File: src/rtl/sdio_data_ctrl_pkg.sv
// SDIO data-path controller shared types and constants.
// State encoding and default timing used by the controller and its FIFO.
package sdio_data_ctrl_pkg;

  typedef enum logic [2:0] {
    S_IDLE,
    S_ACTIVATE,
    S_XFER,
    S_CRC_WAIT,
    S_GAP,
    S_DONE
  } state_t;

  localparam int MAX_BLOCK_SIZE = 512;
  localparam int DEF_CRC_WAIT   = 12;
  localparam int DEF_GAP_CYCLES = 2;

endpackage

File: src/rtl/sdio_byte_fifo.sv
// Byte-wide skid FIFO for the host-to-card path.
// Push when full and pop when empty are ignored; flush empties it.
module sdio_byte_fifo #(
  parameter int DEPTH = 4
) (
  input  logic       clk,
  input  logic       rst,
  input  logic       flush,
  input  logic       push,
  input  logic [7:0] din,
  input  logic       pop,
  output logic [7:0] dout,
  output logic       full,
  output logic       empty
);

  localparam int AW = $clog2(DEPTH);

  logic [7:0]  mem [DEPTH];
  logic [AW:0] wr_ptr;
  logic [AW:0] rd_ptr;
  logic        do_push;
  logic        do_pop;

  assign empty   = (wr_ptr == rd_ptr);
  assign full    = (wr_ptr[AW] != rd_ptr[AW]) &&
                   (wr_ptr[AW-1:0] == rd_ptr[AW-1:0]);
  assign dout    = mem[rd_ptr[AW-1:0]];
  assign do_push = push && !full;
  assign do_pop  = pop && !empty;

  // Pointer update; extra MSB distinguishes full from empty.
  always_ff @(posedge clk) begin
    if (!rst || flush) begin
      wr_ptr <= '0;
      rd_ptr <= '0;
    end else begin
      if (do_push) wr_ptr <= wr_ptr + 1'b1;
      if (do_pop)  rd_ptr <= rd_ptr + 1'b1;
    end
  end

  // Storage write; contents need no reset.
  always_ff @(posedge clk) begin
    if (do_push) mem[wr_ptr[AW-1:0]] <= din;
  end

endmodule

File: src/rtl/sdio_data_ctrl.sv
// SDIO block data-transfer controller between phy and client.
// SDIO_DATA_CTRL_CRC_STATS_EN enables the CRC error counter.
module sdio_data_ctrl
  import sdio_data_ctrl_pkg::*;
#(
  parameter int CRC_WAIT   = DEF_CRC_WAIT,
  parameter int GAP_CYCLES = DEF_GAP_CYCLES,
  parameter int FIFO_DEPTH = 4
) (
  input  logic        clk,
  input  logic        rst,
  input  logic        i_xfer_start,
  input  logic        i_xfer_write,
  input  logic [9:0]  i_block_size,
  input  logic [8:0]  i_block_count,
  input  logic        i_abort,
  output logic        o_busy,
  output logic        o_done,
  output logic        o_crc_err,
  output logic        o_overrun,
  output logic [8:0]  o_blocks_done,
  output logic [15:0] o_crc_err_count,
  output logic        o_phy_activate,
  output logic        o_phy_write_flag,
  output logic [9:0]  o_phy_data_count,
  input  logic        i_phy_wr_stb,
  input  logic [7:0]  i_phy_wr_data,
  output logic        o_phy_rd_stb,
  output logic [7:0]  o_phy_rd_data,
  input  logic        i_phy_hst_rdy,
  output logic        o_phy_com_rdy,
  input  logic        i_phy_crc_good,
  output logic        o_wr_stb,
  output logic [7:0]  o_wr_data,
  input  logic        i_wr_ready,
  input  logic        i_rd_valid,
  input  logic [7:0]  i_rd_data,
  output logic        o_rd_ack
);

  localparam int BW = $clog2(MAX_BLOCK_SIZE + 1);
  localparam logic [15:0] CRC_LAST = 16'(CRC_WAIT - 1);
  localparam logic [15:0] GAP_LAST = 16'(GAP_CYCLES - 1);

  state_t        state, state_nxt;
  logic          wr_q, wr_nxt;
  logic [BW-1:0] size_q, size_nxt;
  logic [8:0]    count_q, count_nxt;
  logic [BW-1:0] byte_cnt, byte_nxt;
  logic [15:0]   wait_cnt, wait_nxt;
  logic [15:0]   gap_cnt, gap_nxt;
  logic          done_q, done_nxt;
  logic          crc_err_q, crc_err_nxt;
  logic          ovr_q, ovr_nxt;
  logic [8:0]    blocks_q, blocks_nxt;
  logic          rd_stb_q, rd_stb_nxt;
  logic [7:0]    rd_data_q, rd_data_nxt;

  logic       act, aborting, last_byte;
  logic       rd_take, fifo_push;
  logic       fifo_full, fifo_empty;
  logic [7:0] fifo_dout;

  assign aborting  = i_abort && (state != S_IDLE);
  assign act       = (state == S_ACTIVATE) ||
                     (state == S_XFER) ||
                     (state == S_CRC_WAIT);
  assign last_byte = (byte_cnt == size_q - 1'b1);
  assign rd_take   = (state == S_XFER) && !wr_q &&
                     i_rd_valid && i_phy_hst_rdy && !i_abort;
  assign fifo_push = (state == S_XFER) && wr_q &&
                     i_phy_wr_stb && !i_abort;

  // State and datapath registers.
  always_ff @(posedge clk) begin
    if (!rst) begin
      state     <= S_IDLE;
      wr_q      <= 1'b0;
      size_q    <= '0;
      count_q   <= '0;
      byte_cnt  <= '0;
      wait_cnt  <= '0;
      gap_cnt   <= '0;
      done_q    <= 1'b0;
      crc_err_q <= 1'b0;
      ovr_q     <= 1'b0;
      blocks_q  <= '0;
      rd_stb_q  <= 1'b0;
      rd_data_q <= 8'h00;
    end else begin
      state     <= state_nxt;
      wr_q      <= wr_nxt;
      size_q    <= size_nxt;
      count_q   <= count_nxt;
      byte_cnt  <= byte_nxt;
      wait_cnt  <= wait_nxt;
      gap_cnt   <= gap_nxt;
      done_q    <= done_nxt;
      crc_err_q <= crc_err_nxt;
      ovr_q     <= ovr_nxt;
      blocks_q  <= blocks_nxt;
      rd_stb_q  <= rd_stb_nxt;
      rd_data_q <= rd_data_nxt;
    end
  end

  // Next-state and pulse generation; abort overrides everything.
  always_comb begin
    state_nxt   = state;
    wr_nxt      = wr_q;
    size_nxt    = size_q;
    count_nxt   = count_q;
    byte_nxt    = byte_cnt;
    wait_nxt    = wait_cnt;
    gap_nxt     = gap_cnt;
    done_nxt    = 1'b0;
    crc_err_nxt = 1'b0;
    ovr_nxt     = ovr_q;
    blocks_nxt  = blocks_q;
    rd_stb_nxt  = 1'b0;
    rd_data_nxt = rd_data_q;
    unique case (state)
      S_IDLE: begin
        if (i_xfer_start && !i_abort) begin
          wr_nxt     = i_xfer_write;
          size_nxt   = i_block_size;
          count_nxt  = i_block_count;
          blocks_nxt = '0;
          ovr_nxt    = 1'b0;
          if (i_block_size == '0) begin
            done_nxt    = 1'b1;
            crc_err_nxt = 1'b1;
          end else begin
            state_nxt = S_ACTIVATE;
          end
        end
      end
      S_ACTIVATE: begin
        byte_nxt  = '0;
        state_nxt = S_XFER;
      end
      S_XFER: begin
        if (fifo_push || rd_take) begin
          byte_nxt = byte_cnt + 1'b1;
          if (last_byte) begin
            wait_nxt  = '0;
            state_nxt = S_CRC_WAIT;
          end
        end
        if (fifo_push && fifo_full) ovr_nxt = 1'b1;
        if (rd_take) begin
          rd_stb_nxt  = 1'b1;
          rd_data_nxt = i_rd_data;
        end
      end
      S_CRC_WAIT: begin
        if (wait_cnt == CRC_LAST) begin
          crc_err_nxt = !i_phy_crc_good;
          blocks_nxt  = blocks_q + 1'b1;
          gap_nxt     = '0;
          state_nxt   = S_GAP;
        end else begin
          wait_nxt = wait_cnt + 1'b1;
        end
      end
      S_GAP: begin
        if (gap_cnt == GAP_LAST) begin
          if (count_q == '0 || blocks_q != count_q) begin
            state_nxt = S_ACTIVATE;
          end else begin
            state_nxt = S_DONE;
            done_nxt  = 1'b1;
          end
        end else begin
          gap_nxt = gap_cnt + 1'b1;
        end
      end
      S_DONE: state_nxt = S_IDLE;
      default: state_nxt = S_IDLE;
    endcase
    if (aborting) begin
      state_nxt   = S_IDLE;
      done_nxt    = 1'b1;
      crc_err_nxt = 1'b0;
      blocks_nxt  = blocks_q;
      rd_stb_nxt  = 1'b0;
    end
  end

  sdio_byte_fifo #(
    .DEPTH(FIFO_DEPTH)
  ) u_fifo (
    .clk   (clk),
    .rst   (rst),
    .flush (aborting),
    .push  (fifo_push),
    .din   (i_phy_wr_data),
    .pop   (i_wr_ready),
    .dout  (fifo_dout),
    .full  (fifo_full),
    .empty (fifo_empty)
  );

`ifdef SDIO_DATA_CTRL_CRC_STATS_EN
  logic [15:0] crc_cnt;
  logic        crc_bump;

  assign crc_bump = (state == S_CRC_WAIT) &&
                    (wait_cnt == CRC_LAST) &&
                    !i_phy_crc_good && !i_abort;

  // Saturating count of blocks that ended with a bad CRC.
  always_ff @(posedge clk) begin
    if (!rst) begin
      crc_cnt <= '0;
    end else if (crc_bump && crc_cnt != 16'hFFFF) begin
      crc_cnt <= crc_cnt + 1'b1;
    end
  end

  assign o_crc_err_count = crc_cnt;
`else
  assign o_crc_err_count = 16'h0000;
`endif

  assign o_busy           = (state != S_IDLE);
  assign o_done           = done_q;
  assign o_crc_err        = crc_err_q;
  assign o_overrun        = ovr_q;
  assign o_blocks_done    = blocks_q;
  assign o_phy_activate   = act;
  assign o_phy_write_flag = act && wr_q;
  assign o_phy_data_count = act ? size_q : '0;
  assign o_phy_rd_stb     = rd_stb_q;
  assign o_phy_rd_data    = rd_data_q;
  assign o_phy_com_rdy    = (state == S_XFER) && !wr_q && i_rd_valid;
  assign o_rd_ack         = rd_take;
  assign o_wr_stb         = !fifo_empty && i_wr_ready;
  assign o_wr_data        = o_wr_stb ? fifo_dout : 8'h00;

endmodule

File: config.mk
export PLATFORM = sky130hd
export DESIGN_NAME = sdio_data_ctrl
export DESIGN_NICKNAME = d
export VERILOG_FILES = /design/src/rtl/sdio_data_ctrl_pkg.sv /design/src/rtl/sdio_byte_fifo.sv /design/src/rtl/sdio_data_ctrl.sv
export SDC_FILE = /design/constraint.sdc
export NUM_CORES = 1
export LEC_CHECK = 0
export ABC_AREA = 1
export CAP_MARGIN = 5
export CORE_ASPECT_RATIO = 0.6
export CORE_MARGIN = 2
export CORE_UTILIZATION = 59
export CTS_CLUSTER_DIAMETER = 40
export DETAILED_ROUTE_END_ITERATION = 7
export PLACE_DENSITY = 0.88
export SLEW_MARGIN = 20
export SYNTH_ARGS = -nofsm -noshare
export SYNTH_HDL_FRONTEND = slang
export SYNTH_HIERARCHICAL = 1
export SYNTH_SLANG_ARGS = --single-unit
File: constraint.sdc
create_clock -name clk -period 4.6 [get_ports clk]
set_input_delay 0.69 -clock clk [delete_from_list [all_inputs] [get_ports clk]]
set_output_delay 0.69 -clock clk [all_outputs]
set_load 0.05 [all_outputs]
# == Yosys cells after proc, flatten, opt, wreduce, memory -nomap -nowiden ==
# Memory sizes are Yosys's and may differ from the RTL's. A register that Yosys moved wholly into a read port is not among the register bits.
# Index checks and enable logic that the tools add are counted.
# word_totals
input_bits,45
n_memories,1
mem_bits_ro,0
latchBits,0
reg_bits,92
ramBits,32
wordCells,128
out_inout_bits,61
# op_classes
eq_ne,20
mul,0
muxes,38
n_bitwise,3
shifts,0
magnitude_cmp,0
n_div,0
n_addsub,7
reduce_logical,44
# memory_table
memory,depth,word_bits,read_ports,rd_ports_with_merged_regs,write_ports,line_no,source
u_fifo.mem,4,8,1,1,1,sdio_byte_fifo.sv:19,logic [7:0] mem [DEPTH];
# ops
op,count
16-bit 2-to-1 mux,5
16-bit one-hot mux with 2 select lines,2
"16-bit by 1-bit adder with 16-bit output, second input constant",2
3-bit 2-to-1 mux,7
10-bit 2-to-1 mux,2
10-bit one-hot mux with 2 select lines,1
9-bit 2-to-1 mux,2
9-bit one-hot mux with 2 select lines,1
"16-bit by 1-bit equality test with 1-bit output, second input constant",1
"16-bit by 4-bit equality test with 1-bit output, second input constant",1
"2-bit inequality test, second input constant",8
3-bit one-hot mux with 5 select lines,1
1-bit logical AND,14
1-bit 2-to-1 mux,11
"10-bit by 1-bit adder with 10-bit output, second input constant",1
10-bit equality test,1
10-bit zero test,1
2-bit nonzero test,5
"10-bit by 1-bit subtractor with 10-bit output, second input constant",1
"9-bit by 1-bit adder with 9-bit output, second input constant",1
9-bit zero test,1
9-bit inequality test,1
8-bit 2-to-1 mux,1
4-bit AND reduction,2
other kinds (20),39

# == Depth between registers and ports, before layout ==
# Gate-level depths: netlist (run 1).
# depth
ltp_word,8
ltp_mapped,16
ltp_nobuf,16

# == By module ==
# The synthesis (run 1) kept the hierarchy.
# by_module_without_submodules
module,area_each_um2,seq_area_each_um2,cells_each,instances
sdio_data_ctrl,5058.6,1721.7,783,1
sdio_byte_fifo,1692.9,1121.1,153,1

# == Least setup slack after synthesis (run 1) ==
# OpenSTA, ideal clock, no wires.
# synth_timing
path_kind,reg-to-output
from,register u_fifo.wr_ptr[0]
to,output o_wr_data[0]
path_stages_with_launch,9
path_buffers,0
arrival_time_ns,2.445
setup_slack_ns,1.465
t_required_ns,3.910
path_cell_list,dfxtp_1 > inv_1 > nand2_1 > nand2_2 > nand3_4 > inv_1 > nor2_1 > inv_1 > nor2_1
# synth_via
elab_chain_cells,4
# synth_lines
element,line_no,source
from (decl),sdio_byte_fifo.sv:20,logic [AW:0] wr_ptr;
from (signal assigned),sdio_byte_fifo.sv:38,if (do_push) wr_ptr <= wr_ptr + 1'b1;
3-bit equality test,sdio_byte_fifo.sv:25,assign empty = (wr_ptr == rd_ptr);
net fifo_empty,sdio_data_ctrl.sv:61,"logic fifo_full, fifo_empty;"
1-bit zero test,sdio_data_ctrl.sv:238,assign o_wr_stb = !fifo_empty && i_wr_ready;
1-bit logical AND,sdio_data_ctrl.sv:238,
net o_wr_stb,sdio_data_ctrl.sv:33,"output logic o_wr_stb,"
8-bit 2-to-1 mux,sdio_data_ctrl.sv:239,assign o_wr_data = o_wr_stb ? fifo_dout : 8'h00;
to (decl),sdio_data_ctrl.sv:34,"output logic [7:0] o_wr_data,"
# The timed path passes the listed nets, and every way through them passes these cells.

# == Worst setup path after layout (run 1) ==
# layout_timing
from,input i_wr_ready
to,output o_wr_data[4]
# layout_via
elab_chain_cells,2
# layout_lines
element,line_no,source
from (decl),sdio_data_ctrl.sv:35,"input logic i_wr_ready,"
1-bit logical AND,sdio_data_ctrl.sv:238,
8-bit 2-to-1 mux,sdio_data_ctrl.sv:239,
# No other way between the ends.

==> flow_metrics.py, run 1 <==
metrics = {
    "outcome": {
        "status": "complete, no violations",
    },
    "power_and_ir_drop": {
        "vdd_drop_max_mv": 0.3699,
        "leakagePower_nw": 3.222,
        "power_density_mw_per_mm2": 426.7,
    },
    "sta": {
        "finalCritPeriodShare_pct": 71.41,
        "hold_viol": 0,
        "worst_slew_pin_slew_ps": 869.5,
        "rsz0062_at_grt": "no",
        "min_period_ps": 3285,
        "clock.fmax_ghz": 0.3044,
        "fin_tns_setup_ps": 0,
        "final_max_slew_viol_count": 0,
        "fin_skew_ps": 9.138,
        "maxSlewHeadroom_pct": 41.82,
        "setup_viol_count_final": 0,
        "fin_ws_ps": 1315,
    },
    "clock_tree": {
        "hold_buffers": 0,
        "clock_latency_ps": 420,
        "cts_tree": "done",
        "ctsResizeCount": 0,
        "clk_pin_slew_ps": 60,
        "cts_made_buffers": 17,
        "post_cts_buffers": 0,
        "cts.path.max_buffers": 2,
        "htree_num_levels": 4,
        "clock-sinks": 126,
        "clockRootBuffer": "clkbuf_16",
    },
    "detailed_routing": {
        "viasPerCell": 5.435,
        "drt_pass1_iterations": 6,
        "wl_per_cell_microns": 14.22,
        "drc": 0,
        "routed_wl_microns": 16840,
        "drtIter0Drc": 647,
        "vias": 6435,
        "final_antenna_net_count": 0,
    },
    "placement": {
        "hpwl_microns": 11950,
        "place_congestion": 0.9460,
        "place_inst": 1152,
        "portBuffers": 89,
        "pre_cts_ws_ps": 1317,
    },
    "synthesis": {
        "async_flop_share_pct": 0,
        "synth_cell_types": 42,
        "yosys.area.top_type": "dfxtp_1",
        "synth_area_sq_mm": 0.006751,
        "synth_ff_type": "dfxtp_1",
        "syn_area_per_cell_sq_um": 7.213,
        "synth_fa_ha_area_share_pct": 2.039,
        "synthCells": 936,
        "ys_warn_count": 6,
        "synth-edff-count": 32,
        "synth_top_family_by_area": "simple AND/OR/NAND/NOR gates",
        "synth.area.top_cells": "dfxtp_1 (28%), edfxtp_1 (14%), nand2_1 (9.7%), nor2_1 (8.5%), inv_1 (6.6%)",
        "yosysTopAreaCellShare_pct": 27.87,
        "synth_xor_area_share_pct": 2.205,
        "yosysSeqAreaShare_pct": 42.11,
        "synth-seq-cells": 126,
        "synthMuxAreaShare_pct": 0,
        "synthSimpleGateAreaFrac_pct": 31.78,
        "synth_compound_area_share_pct": 11.38,
    },
    "die": {
        "fp-row-count": 30,
        "initial_core_util_pct": 60.16,
        "dieArea_sq_mm": 0.01234,
        "pin_count": 106,
        "die_x_microns": 142.1,
        "dieHeight_microns": 86.86,
        "core_region_area_sq_mm": 0.01122,
    },
    "layout": {
        "layout.nets": 1083,
        "layout_commonest_cell": "nand2_1",
        "num_antenna_cells": 0,
        "instances_no_fill": 1184,
        "drive_above_1_share_pct": 6.635,
        "seqCellArea_sq_mm": 0.002843,
        "final_cell_mix": "nand2_1 (174), nor2_1 (152), inv_1 (119), dfxtp_1 (94), clkdlybuf4s50_1 (89)",
        "synthToLayoutAreaGrowth_pct": 22.16,
        "multi_input_area_sq_mm": 0.003261,
        "nFillCells": 825,
        "utilization_pct": 73.49,
    },
    "global_routing": {
        "first_global_vias": 5669,
        "grt_remaining_overflow": 0,
        "grt_max_degree": 36,
        "grt_antenna_before_repair": 0,
        "grt_pass1_wl_microns": 27650,
        "grt_usage_pct": 28.37,
    },
    "critical_path": {
        "critPathLaunchType": "primary input",
        "path_class": "primary input to output port",
        "required_ps": 3910,
        "cp_max_fo": 8,
        "cp-end-kind": "output port",
        "crit_arrival_ps": 2590,
    },
    "run": {
        "drv_cap": 0,
    },
    "worst_hold_path": {
        "hold_class": "register to register",
    },
}
==> worst max-delay path, cell delays in order <==
cell	delay (ps)
clkdlybuf4s50_1	610
inv_1	70
nor2_1	120
inv_1	160
nor2_1	130
clkdlybuf4s50_1	810
==> cells by family after synthesis <==
kind of cell,after synthesis
flops,126
buf+inv,162
other cells,1
compound gates,147
xor+xnor,17
fa+ha+maj,11
simple gates,472
==> sequential cells by signal (all words and copies together), names as in the netlist, named ones only <==
name / flops
wr_q: 1
u_fifo/mem: 32
o_done: 1
gap_cnt: 16
o_phy_rd_data: 8
wait_cnt: 16
byte_cnt: 10
o_blocks_done: 9
o_overrun: 1
u_fifo/wr_ptr: 3
size_q: 10
u_fifo/rd_ptr: 3
o_crc_err: 1
state: 3
o_phy_rd_stb: 1
count_q: 9
==> report_power, final <==
group	switching [mW]	leakage [nW]	total [mW]	internal (mW)
registers	0.0793	1.05	1.29	1.21
clock network	0.510	0.277	1.31	0.796
logic	0.633	1.90	0.925	0.292
==> Yosys cell counts (all sizes together) (8+ instances only) <==
| cell type | count |
|---|---|
| nand3 | 73 |
| nand2 | 182 |
| inv | 125 |
| o21ai | 63 |
| nor2 | 158 |
| xor2 | 8 |
| a21oi | 69 |
| nand4 | 22 |
| dfxtp | 94 |
| ha | 11 |
| nor4 | 8 |
| edfxtp | 32 |
| o22ai | 9 |
| nor3 | 21 |
| xnor2 | 9 |
| clkbuf | 12 |
| buf | 23 |
==> area by class of cell <==
class | count | area share [%]
Multi-Input combinational cell | 663 | 39.53
Sequential cell | 126 | 34.47
Clock buffer | 18 | 5.203
Inverter | 127 | 5.780
Tap cell | 144 | 2.184
Timing Repair Buffer | 92 | 11.07
Clock inverter | 14 | 1.760
==> path summary, 6_finish.rpt <==
check                                      from                            end  slack (ps)  cells past startpoint
hold / removal    o_phy_rd_data[0]$_SDFFE_PN0P_  o_phy_rd_data[0]$_SDFFE_PN0P_         480                      2
setup / recovery                     i_wr_ready                   o_wr_data[4]        1320                      6
setup reg to reg          state[1]$_SDFFE_PP0P_     u_fifo/mem[0][6]$_DFFE_PP_        2180                      4
hold reg to reg   o_phy_rd_data[0]$_SDFFE_PN0P_  o_phy_rd_data[0]$_SDFFE_PN0P_         480                      2
==> routing by layer <==
metal,wire length (microns),vias up,global-route usage [%]
li1,-,3221,-
met1,8136,2921,42.00
met2,7171,268,41.11
met3,1290,25,6.047
met4,238,0,10.00
met5,0,-,0
==> per-stage QoR <==
stage                     cell area [sq um]  hold slack (ps)  power (mW)
final                                  8248            480.6       3.519
after global placement                 7674            462.9       2.185
after floorplan                        6808            452.1       1.987
after detailed placement               7674            471.9       2.202
after global routing                   8248            518.4       3.695
after CTS                              8248            481.0       3.515
(Power assumes the default switching activity.)
==> run 2: changes to the inputs <==
--- a/config.mk
+++ b/config.mk
@@ -9,10 +9,10 @@
 export CAP_MARGIN = 5
 export CORE_ASPECT_RATIO = 0.6
 export CORE_MARGIN = 2
-export CORE_UTILIZATION = 59
+export CORE_UTILIZATION = 54
 export CTS_CLUSTER_DIAMETER = 40
 export DETAILED_ROUTE_END_ITERATION = 7
-export PLACE_DENSITY = 0.88
+export PLACE_DENSITY = 0.81
 export SLEW_MARGIN = 20
 export SYNTH_ARGS = -nofsm -noshare
 export SYNTH_HDL_FRONTEND = slang
==> constraint.sdc (replaced) <==
create_clock -name clk -period 3.25 [get_ports clk]
set_input_delay 0.4875 -clock clk [delete_from_list [all_inputs] [get_ports clk]]
set_output_delay 0.4875 -clock clk [all_outputs]
set_load 0.05 [all_outputs]
==> run 2 against run 1 <==
Via count rose by 0.53%. Critical path type is now register to output port. First-iteration DRC count fell by 25%. Cell area rose by 1.6%. Utilization fell by 4.5 points. Register-to-register slack got worse by 1200 ps. Routed wire length rose by 1.5%. Sequential power rose by 41%.
==> flow_metrics.py, run 2 (same netlist as run 1, synthesis figures left out) <==
metrics = {
    "die": {
        "core_region_area_sq_mm": 0.01214,
        "die_x_microns": 148.4,
        "pin_count": 106,
        "initial_core_util_pct": 55.61,
        "fp-row-count": 31,
        "dieArea_sq_mm": 0.01344,
        "dieHeight_microns": 90.61,
    },
    "power_and_ir_drop": {
        "p_sw_mw": 1.747,
        "p_int_mw": 3.463,
        "power_density_mw_per_mm2": 621.9,
        "leakagePower_nw": 3.277,
        "comb_power_share_pct": 25.1,
        "pwr-share-seq_pct": 35.0,
        "vdd_drop_max_mv": 0.3296,
        "swShare_pct": 33.54,
        "clkPwrFrac_pct": 40.0,
    },
    "sta": {
        "rsz0062_at_grt": "no",
        "maxSlewHeadroom_pct": 56.23,
        "final_max_slew_viol_count": 0,
        "fin_tns_setup_ps": 0,
        "fin_ws_ps": 181.6,
        "fin_skew_ps": 9.588,
        "min_period_ps": 3068,
        "clock.fmax_ghz": 0.3259,
        "finalCritPeriodShare_pct": 94.41,
        "worst_slew_pin_slew_ps": 650.5,
        "setup_viol_count_final": 0,
        "hold_viol": 0,
    },
    "critical_path": {
        "path_class": "register to output port",
        "crit_slowest_cell": "clkdlybuf4s50_1",
        "crit_start": "u_fifo/wr_ptr[0]$_SDFFE_PP0P_",
        "endpoint": "o_wr_data[5]",
        "crit_cells": 9,
        "crit_path_frequent_cell": "inv_1",
        "crit_arrival_ps": 2580,
        "ff2ff_setup_slack_ps": 950,
        "cp-end-kind": "output port",
        "critPathBufInv": 4,
        "r2r_end": "gap_cnt[2]$_SDFFE_PN0P_",
        "rr_startpoint": "wait_cnt[0]$_SDFFE_PN0P_",
        "cpLargestDelayFamily": "buffers and inverters",
        "cp_max_fo": 8,
        "slowest_delay_ps": 830,
        "ff2ff_path_depth": 9,
        "required_ps": 2760,
        "critPathLaunchType": "register",
        "cp_cell_sequence": "inv_1 -> nand2_1 -> nand2_2 -> nand3_4 -> inv_1 -> nor2_1 -> inv_1 -> nor2_1 -> clkdlybuf4s50_1",
    },
    "layout": {
        "seqCellArea_sq_mm": 0.002844,
        "largest_reg_flops": 32,
        "multi_input_area_sq_mm": 0.003261,
        "num_antenna_cells": 0,
        "nFillCells": 968,
        "layout_commonest_cell": "nand2_1",
        "layout.nets": 1088,
        "synthToLayoutAreaGrowth_pct": 24.09,
        "final_cell_mix": "nand2_1 (174), nor2_1 (152), inv_1 (119), dfxtp_1 (93), clkdlybuf4s50_1 (89)",
        "instances_no_fill": 1210,
        "drive_above_1_share_pct": 7.177,
    },
    "detailed_routing": {
        "drt_pass1_iterations": 5,
        "drc": 0,
        "drtIter0Drc": 485,
        "routed_wl_microns": 17100,
        "wl_per_cell_microns": 14.13,
        "viasPerCell": 5.346,
        "vias": 6469,
        "final_antenna_net_count": 0,
    },
    "placement": {
        "place_congestion": 0.8929,
        "portBuffers": 89,
        "pre_cts_ws_ps": 410.6,
        "hpwl_microns": 12100,
        "place_inst": 1178,
    },
    "clock_tree": {
        "htree_num_levels": 4,
        "post_cts_buffers": 0,
        "cts_tree": "done",
        "cts.path.max_buffers": 2,
        "clock_latency_ps": 420,
        "clockRootBuffer": "clkbuf_16",
        "cts_made_buffers": 17,
        "clk_pin_slew_ps": 60,
        "clock-sinks": 126,
    },
    "global_routing": {
        "first_global_vias": 5702,
        "grt_antenna_before_repair": 0,
        "grt_pass1_wl_microns": 27840,
        "grt_remaining_overflow": 0,
        "grt_usage_pct": 25.93,
        "grt_max_degree": 36,
    },
    "outcome": {
        "status": "complete, no violations",
    },
    "worst_hold_path": {
        "hold_class": "register to register",
    },
    "run": {
        "drv_cap": 0,
    },
}
run 2: timing repair:
action,4_1_cts,5_1_grt
resized for setup,0,1
hold buffers,0,0
setup endpoints to repair,0,1
run 2: routing by layer:
| metal | GRT usage [%] | share of wire [%] | vias up |
|---|---|---|---|
| li1 | - | - | 3214 |
| met1 | 39.68 | 49 | 2963 |
| met2 | 35.96 | 42 | 272 |
| met3 | 6.566 | 8.1 | 20 |
| met4 | 6.905 | 0.82 | 0 |
| met5 | 0 | 0 | - |
run 2: final cells by class:
cell class | count | share of cell area, %
clock inverter | 13 | 2.210
inverter | 127 | 5.690
tap | 165 | 2.464
timing repair buffer | 97 | 11.35
clock buffer | 19 | 5.421
multi-input combinational | 663 | 38.92
sequential | 126 | 33.95
run 2: power groups by stage:
stage	Combinational, mW	Clock (mW)	Sequential (mW)
floorplan	0.948	0	1.87
global placement	1.26	0	1.85
detailed placement	1.28	0	1.85
CTS	1.29	2.09	1.82
global route	1.44	2.16	1.83
finish	1.31	2.08	1.82
run 2: through the flow:
stage | hold WS, ps | power, mW | area [sq um] | utilization [%]
floorplan | 452.1 | 2.813 | 6808 | -
global placement | 460.8 | 3.105 | 7737 | 63.73
detailed placement | 474.0 | 3.127 | 7737 | 63.73
CTS | 488.0 | 5.197 | 8377 | 69.00
global route | 512.2 | 5.435 | 8378 | 69.01
finish | 489.2 | 5.210 | 8378 | 69.01
run 2: worst min-delay path by stage:
stage                                        from                       endpoint  slack, ps  depth (start not counted)
floorplan                wait_cnt[6]$_SDFFE_PN0P_       wait_cnt[6]$_SDFFE_PN0P_        450                          2
global route        o_phy_rd_data[5]$_SDFFE_PN0P_  o_phy_rd_data[5]$_SDFFE_PN0P_        510                          2
finish              o_phy_rd_data[0]$_SDFFE_PN0P_  o_phy_rd_data[0]$_SDFFE_PN0P_        490                          2
detailed placement  o_phy_rd_data[7]$_SDFFE_PN0P_  o_phy_rd_data[7]$_SDFFE_PN0P_        470                          2
global placement    o_phy_rd_data[1]$_SDFFE_PN0P_  o_phy_rd_data[1]$_SDFFE_PN0P_        460                          2
CTS                 o_phy_rd_data[7]$_SDFFE_PN0P_  o_phy_rd_data[7]$_SDFFE_PN0P_        490                          2
run 2: worst min-delay path, cell delays in order (launching register included):
cell and delay (ps):
dfxtp_1 320, nor2_1 50, nor2_1 80
==> run 3: changes to the inputs <==
--- a/config.mk
+++ b/config.mk
@@ -12,8 +12,8 @@
 export CORE_UTILIZATION = 54
 export CTS_CLUSTER_DIAMETER = 40
 export DETAILED_ROUTE_END_ITERATION = 7
-export PLACE_DENSITY = 0.81
-export SLEW_MARGIN = 20
+export PLACE_DENSITY = 0.83
+export RECOVER_POWER = 50
 export SYNTH_ARGS = -nofsm -noshare
 export SYNTH_HDL_FRONTEND = slang
 export SYNTH_HIERARCHICAL = 1
==> run 3 against run 2 <==
Global-route usage fell by 1.2 points. Sequential share of layout area up 0.49 points. Die area unchanged. Final cell count unchanged. Total power is 5.4% lower. Count of clock-buffer cells in the layout rose by 1. Critical path depth stayed put. Cell area fell by 1.5%. Hold slack got worse by 9.1 ps.
==> flow_metrics.py, run 3 (same netlist as run 1, synthesis figures left out) <==
metrics = {
    "detailed_routing": {
        "drtIter0Drc": 649,
        "wl_per_cell_microns": 13.50,
        "vias": 6354,
        "final_antenna_net_count": 0,
        "drc": 0,
        "viasPerCell": 5.251,
        "routed_wl_microns": 16340,
        "drt_pass1_iterations": 6,
    },
    "critical_path": {
        "crit_arrival_ps": 2550,
        "cp_max_fo": 8,
        "critPathLaunchType": "register",
        "path_class": "register to output port",
        "required_ps": 2760,
        "cp-end-kind": "output port",
    },
    "die": {
        "die_x_microns": 148.4,
        "dieHeight_microns": 90.61,
        "initial_core_util_pct": 55.61,
        "pin_count": 106,
        "fp-row-count": 31,
        "dieArea_sq_mm": 0.01344,
        "core_region_area_sq_mm": 0.01214,
    },
    "layout": {
        "num_antenna_cells": 0,
        "drive_above_1_share_pct": 5.646,
        "layout.nets": 1088,
        "utilization_pct": 67.99,
        "layout_commonest_cell": "nand2_1",
        "largest_reg_flops": 32,
        "instances_no_fill": 1210,
        "final_cell_mix": "nand2_1 (176), nor2_1 (156), inv_1 (122), dfxtp_1 (94), clkdlybuf4s50_1 (77)",
        "synthToLayoutAreaGrowth_pct": 22.26,
    },
    "global_routing": {
        "first_global_vias": 5604,
        "grt_antenna_before_repair": 0,
        "grt_pass1_wl_microns": 26840,
        "grt_max_degree": 36,
        "grt_busiest_layer": "met1",
        "grt_usage_pct": 24.77,
        "grt_util_met3_pct": 5.909,
        "use_met1_pct": 38.10,
        "met2_usage_pct": 34.65,
        "grt_remaining_overflow": 0,
    },
    "power_and_ir_drop": {
        "vdd_drop_max_mv": 0.3502,
        "leakagePower_nw": 3.264,
        "power_density_mw_per_mm2": 597.0,
        "total_power_mw": 4.927,
    },
    "outcome": {
        "status": "complete, no violations",
    },
    "sta": {
        "finalCritPeriodShare_pct": 93.61,
        "setup_viol_count_final": 0,
        "hold_viol": 0,
        "fin_tns_setup_ps": 0,
        "whs_ps": 480.1,
        "maxSlewHeadroom_pct": 13.92,
        "min_period_ps": 3042,
        "final_max_slew_viol_count": 0,
        "worst_slew_pin_slew_ps": 1291,
        "rsz0062_at_grt": "no",
        "clock.fmax_ghz": 0.3287,
        "fin_skew_ps": 10.29,
    },
    "worst_hold_path": {
        "hold_class": "register to register",
    },
    "run": {
        "drv_cap": 0,
    },
    "placement": {
        "place_congestion": 0.9042,
        "hpwl_microns": 11720,
        "place_inst": 1178,
        "portBuffers": 89,
    },
    "clock_tree": {
        "cts_tree": "done",
        "clock-sinks": 126,
        "hold_buffers": 0,
        "clk_pin_slew_ps": 60,
        "clockRootBuffer": "clkbuf_16",
        "cts.path.max_buffers": 2,
        "cts_made_buffers": 17,
        "post_cts_buffers": 0,
        "htree_num_levels": 4,
        "clock_latency_ps": 410,
    },
}
-- run 3: cell types whose count changed in the layout (fill, tap and decap cells not counted), sizes merged, moves of 2 or more --
cell           delta
buf               -6
bufinv            -4
clkbuf            +7
clkdlybuf4s50    -12
clkinv            +2
dlygate4sd3      +10
dlymetal6s2s      +2
-- run 3: worst max-delay path, cell delays in order, from the launching register on --
cell and delay (ps):
dfxtp_1 430, inv_1 120, nand2_1 100, nand2_2 90
nand3_4 110, inv_1 50, nor2_1 130, inv_1 170
nor2_1 130, clkdlybuf4s50_1 820
-- run 3: what timing repair did --
item	in CTS	in global routing
endpoints found under the setup margin	0	2
resized for setup	0	2
hold endpoints to repair	0	0
-- run 3: report_power, final --
part	internal, mW	switching (mW)
clock	1.08	0.737
combinational	0.406	0.888
sequential	1.71	0.105
-- run 3: routing by layer --
layer | up-vias | routed length, microns | share of wire (%)
met4 | 0 | 181 | 1.1
li1 | 3223 | - | -
met3 | 21 | 1243 | 7.6
met1 | 2872 | 8374 | 51
met2 | 238 | 6535 | 40
met5 | - | 0 | 0
-- run 3: layout make-up --
type,instances,area [sq um]
Sequential cell,126,2843
Timing Repair Buffer,97,934.6
Multi-Input combinational cell,663,3213
Tap cell,165,206.4
Fill cell,986,3886
Clock buffer,20,480.5
Inverter,127,476.7
Clock inverter,12,100.1
-- run 3: final timing paths --
path         cells past startpoint                          start                       endpoint  slack (ps)
max                              9  u_fifo/wr_ptr[0]$_SDFFE_PP0P_                   o_wr_data[0]         210
min                              2  o_phy_rd_data[3]$_SDFFE_PN0P_  o_phy_rd_data[3]$_SDFFE_PN0P_         480
max reg2reg                     10          state[2]$_SDFFE_PP0P_       byte_cnt[9]$_SDFFE_PN0P_         630
min reg2reg                      2  o_phy_rd_data[3]$_SDFFE_PN0P_  o_phy_rd_data[3]$_SDFFE_PN0P_         480
-- run 3: metrics by stage --
| stage | area (sq um) | worst slack, ps |
|---|---|---|
| after global routing | 8254 | 4.873 |
| final | 8254 | 207.7 |
| after detailed placement | 7737 | 332.9 |
| after global placement | 7737 | 419.0 |
| after CTS | 8318 | 184.2 |
| after floorplan | 6808 | 317.7 |
